[config.mk]
export PLATFORM = sky130hd
export DESIGN_NAME = jk_driver
export DESIGN_NICKNAME = d
export VERILOG_FILES = /design/src/rtl/jk_driver.sv
export SDC_FILE = /design/constraint.sdc
export NUM_CORES = 1
export LEC_CHECK = 0
export BUFFER_PORTS_ARGS = -buffer_cell sky130_fd_sc_hd__buf_2
export CAP_MARGIN = 20
export CORE_AREA = 4 4 41 43
export DETAILED_ROUTE_END_ITERATION = 8
export DIE_AREA = 0 0 45 47
export PLACE_DENSITY = 0.57
export SLEW_MARGIN = 20
export SYNTH_ARGS = -nofsm -noshare
export SYNTH_HDL_FRONTEND = slang
export SYNTH_SLANG_ARGS = --single-unit
[constraint.sdc]
create_clock -name clk -period 2.6 [get_ports clk]
set_input_delay 0.78 -clock clk [delete_from_list [all_inputs] [get_ports clk]]
set_output_delay 0.78 -clock clk [all_outputs]
set_load 0.01 [all_outputs]
[src/rtl/jk_driver.sv]
// Command driver for an external JK flip-flop: issues one J/K excitation per command and checks Q two cycles later.
// Optional mismatch counter enabled by defining JK_DRIVER_ERRCNT_EN; otherwise err_cnt is tied to zero.
module jk_driver #(
    parameter int CNT_W = 8
) (
    input  logic             clk,
    input  logic             reset,
    input  logic             cmd_valid,
    input  logic [1:0]       cmd,
    output logic             cmd_ready,
    output logic             j,
    output logic             k,
    input  logic             q_fb,
    output logic             done,
    output logic             match,
    output logic             err,
    input  logic             err_clr,
    output logic [CNT_W-1:0] err_cnt
);

    typedef enum logic [1:0] {IDLE, DRIVE, CHECK} state_t;

    state_t state;
    logic   exp_q;
    logic   mismatch;

    function automatic logic expected_q(input logic [1:0] c, input logic q);
        case (c)
            2'b00:   return q;
            2'b01:   return 1'b0;
            2'b10:   return 1'b1;
            default: return ~q;
        endcase
    endfunction

    // Returns {j, k} for a command.
    function automatic logic [1:0] excitation(input logic [1:0] c);
        case (c)
            2'b00:   return 2'b00;
            2'b01:   return 2'b01;
            2'b10:   return 2'b10;
            default: return 2'b11;
        endcase
    endfunction

    assign cmd_ready = (state == IDLE) && !reset;
    assign mismatch  = (state == CHECK) && (q_fb != exp_q);

    always_ff @(posedge clk or posedge reset) begin
        if (reset) begin
            state <= IDLE;
            j     <= 1'b0;
            k     <= 1'b0;
            done  <= 1'b0;
            match <= 1'b0;
            exp_q <= 1'b0;
        end else begin
            done <= 1'b0;
            case (state)
                IDLE: begin
                    if (cmd_valid) begin
                        exp_q    <= expected_q(cmd, q_fb);
                        {j, k}   <= excitation(cmd);
                        state    <= DRIVE;
                    end
                end
                // Flip-flop samples J/K at the end of this cycle.
                DRIVE: begin
                    j     <= 1'b0;
                    k     <= 1'b0;
                    state <= CHECK;
                end
                CHECK: begin
                    done  <= 1'b1;
                    match <= (q_fb == exp_q);
                    state <= IDLE;
                end
                default: state <= IDLE;
            endcase
        end
    end

    // A mismatch on the same edge as err_clr takes priority.
    always_ff @(posedge clk or posedge reset) begin
        if (reset) begin
            err <= 1'b0;
        end else if (mismatch) begin
            err <= 1'b1;
        end else if (err_clr) begin
            err <= 1'b0;
        end
    end

`ifdef JK_DRIVER_ERRCNT_EN
    logic [CNT_W-1:0] err_cnt_q;

    function automatic logic [CNT_W-1:0] sat_inc(input logic [CNT_W-1:0] v);
        return (v == {CNT_W{1'b1}}) ? v : v + 1'b1;
    endfunction

    always_ff @(posedge clk or posedge reset) begin
        if (reset) begin
            err_cnt_q <= '0;
        end else if (mismatch) begin
            err_cnt_q <= err_clr ? CNT_W'(1) : sat_inc(err_cnt_q);
        end else if (err_clr) begin
            err_cnt_q <= '0;
        end
    end

    assign err_cnt = err_cnt_q;
`else
    assign err_cnt = '0;
`endif

endmodule

==> results.json <==
{
  "ctsHoldBuffers": 0,
  "clkTransAtPathRegs_ns": 0.05,
  "setup-tns-final_ns": 0,
  "yosysUniqueCellTypes": 16,
  "syn_inst": 38,
  "cts_buffer_depth": 2,
  "num_rows": 13,
  "worstPathCellList": "buf_2 > nor3_1 > buf_2",
  "finalClockSkew_ns": 0.00100,
  "synth-compound-area-share_pct": 5.36,
  "min_period_ns": 1.93,
  "worstSetupStartpointType": "input port",
  "r2r_end": "match$_DFFE_PP0P_",
  "wl_per_cell_um": 9.27,
  "cts_buffers": 3,
  "r2r-start": "state[0]$_DFFE_PP0P_",
  "cp-end-kind": "output port",
  "synthTopCellsByArea": "dfrtp_1 (50%), buf_4 (15%), inv_1 (4.7%), nor3b_4 (4.7%), mux2_4 (3.8%)",
  "reg2reg_depth": 2,
  "placed_cells": 64,
  "drt_wl_total_um": 621,
  "synth_mux_area_share_pct": 6.31,
  "track_usage_pct": 7.48,
  "die_h_um": 47,
  "status": "finished, final reports clean",
  "post_synth_fa_ha_maj_area_fraction_pct": 0,
  "dr_wl_met3_um": 86,
  "gp_congestion": 0.714,
  "ios": 21,
  "peakVddDrop_mv": 0.279,
  "critical_path.max_fanout": 2,
  "core-area_sq_um": 1300,
  "path_class": "input port to output port",
  "cts_setup_buffers": 0,
  "synthSimpleGateAreaFrac_pct": 14.8,
  "num_vias": 255,
  "final_hold_viol_count": 0,
  "rrSetupSlack_ns": 1.55,
  "cp.arrival_ns": 1.15,
  "fmax_ghz": 0.518,
  "cts_tree": "yes",
  "cp.buffers_inverters": 2,
  "top_layer_used": "met3",
  "finalCritPeriodShare_pct": 74.3,
  "synth_xor_area_share_pct": 2.21,
  "rsz0062_at_grt": "false",
  "initial_utilization_pct": 30.5,
  "power_leakage_nw": 0.266,
  "setup_viol": 0,
  "cts_sinks": 8,
  "grt_max_degree": 9,
  "stdcell_count": 67,
  "yosysTopAreaCellShare_pct": 50.5,
  "hold_class": "input port to async pin",
  "ant_nets": 0,
  "synth.avg_cell_area_sq_um": 10.4,
  "critPathSlowestCell": "buf_2",
  "cap_violations": 0,
  "seq_area_frac_synth_pct": 50.5,
  "synth_edf_count": 0,
  "max_stage_delay_ns": 0.15,
  "drc": 0,
  "p_per_area_nw_per_um2": 763,
  "critPathLaunch": "reset",
  "met1_length_um": 260,
  "die_w_um": 45,
  "clockRootBuffer": "clkbuf_4",
  "ctsResizeCount": 0,
  "required_ns": 1.82,
  "synth_common_cells": "buf_4 (8), dfrtp_1 (8), inv_1 (5), nand2_1 (4), o21ai_1 (2)",
  "die_area_sq_um": 2120,
  "dp_hpwl_um": 505,
  "synth_seq_cells": 8,
  "drtIter0Drc": 4,
  "endpoint": "cmd_ready",
  "area_growth_pct": 17.0,
  "critPathTopFamily": "buffers and inverters",
  "drive_above_1_share_pct": 34.6,
  "ys_async_sr_fraction_pct": 100,
  "critical_path_cell_count": 3,
  "synth_top_family_by_area": "buffers and inverters",
  "syn-cell-area_sq_um": 397,
  "io_buffers": 12,
  "grt_pass1_wl_um": 1050,
  "grt_overflow": 0,
  "fin_nets": 61,
  "diodes": 0,
  "grt_pass1_vias": 245,
  "yosysWarnings": 0,
  "synth_ff_type": "dfrtp_1",
  "met2_length_um": 274,
  "antenna_found_initial": 0,
  "finalMaxSlewViolations": 0,
  "vias_per_cell": 3.81,
  "htreeDepth": 1,
  "yosys.area.top_type": "dfrtp_1",
  "clk_latency_ns": 0.25,
  "crit_top_cell": "buf_2",
  "dr.pass1.iters": 4
}
-- cell families (layout without fill, tap and decap cells) --
| family | after synthesis | in the layout |
|---|---|---|
| AOI/OAI and AO/OA | 4 | 4 |
| xor gates and xnor gates | 1 | 1 |
| buffers and inverters | 13 | 20 |
| DFF | 8 | 8 |
| muxes | 2 | 2 |
| other | 1 | 8 |
| and+or+nand+nor | 9 | 9 |
-- routing by layer --
layer | track usage, % | up-vias
met2 | 9.89 | 15
met1 | 8.82 | 110
li1 | - | 130
met3 | 5.75 | 0
met4 | 3.51 | 0
met5 | 0 | -
-- sequential cells by signal, summed over array words and instances (netlist names) --
name   cells
done       1
err        1
exp_q      1
j          1
k          1
match      1
state      2
-- stage by stage --
step / area [sq um] / hold slack (ns) / power [mW] / worst slack, ns / utilization, %
global route: 464 / 0.497 / 0.383 / 0.600 / 35.7
CTS: 464 / 0.477 / 0.363 / 0.665 / 35.7
global placement: 442 / 0.492 / 0.264 / 0.683 / 33.9
floorplan: 423 / 0.509 / 0.241 / 0.781 / -
detailed placement: 442 / 0.498 / 0.266 / 0.666 / 33.9
finish: 464 / 0.473 / 0.354 / 0.668 / 35.7
-- cell type report --
class / instances / area (sq um)
fillers: 144 / 837
flip-flops and latches: 8 / 200
multi-input cells: 24 / 144
repair buffers: 12 / 60.1
clock buffers: 3 / 22.5
inverters: 5 / 18.8
well taps: 15 / 18.8
-- worst min-delay path by stage --
stage                    startpoint                    to  depth (start not counted)
2_1_floorplan  state[0]$_DFFE_PP0P_  state[0]$_DFFE_PP0P_                          1
3_3_place_gp      match$_DFFE_PP0P_     match$_DFFE_PP0P_                          1
3_5_place_dp      match$_DFFE_PP0P_     match$_DFFE_PP0P_                          1
4_1_cts                       reset       err$_DFFE_PP0P_                          2
5_1_grt                       reset       err$_DFFE_PP0P_                          2
6_report                      reset       err$_DFFE_PP0P_                          2
-- power by group --
part           leakage, nW  switching, mW  internal [mW]
Sequential           0.101         0.0164          0.152
Combinational        0.151         0.0474         0.0466
Clock               0.0138         0.0392         0.0526
-- layout by cell type (no fill, tap or decap) --
master	count
a21oi_1	1
buf_2	12
clkbuf_4	3
conb_1	8
dfrtp_1	8
inv_1	5
mux2_4	1
mux2i_1	1
nand2_1	4
nand2b_2	1
nor2_1	1
nor3_1	1
nor3b_4	1
o21ai_1	2
o22ai_1	1
or2b_1	1
xnor2_1	1
No activity file was read; power rests on OpenSTA's default activity.
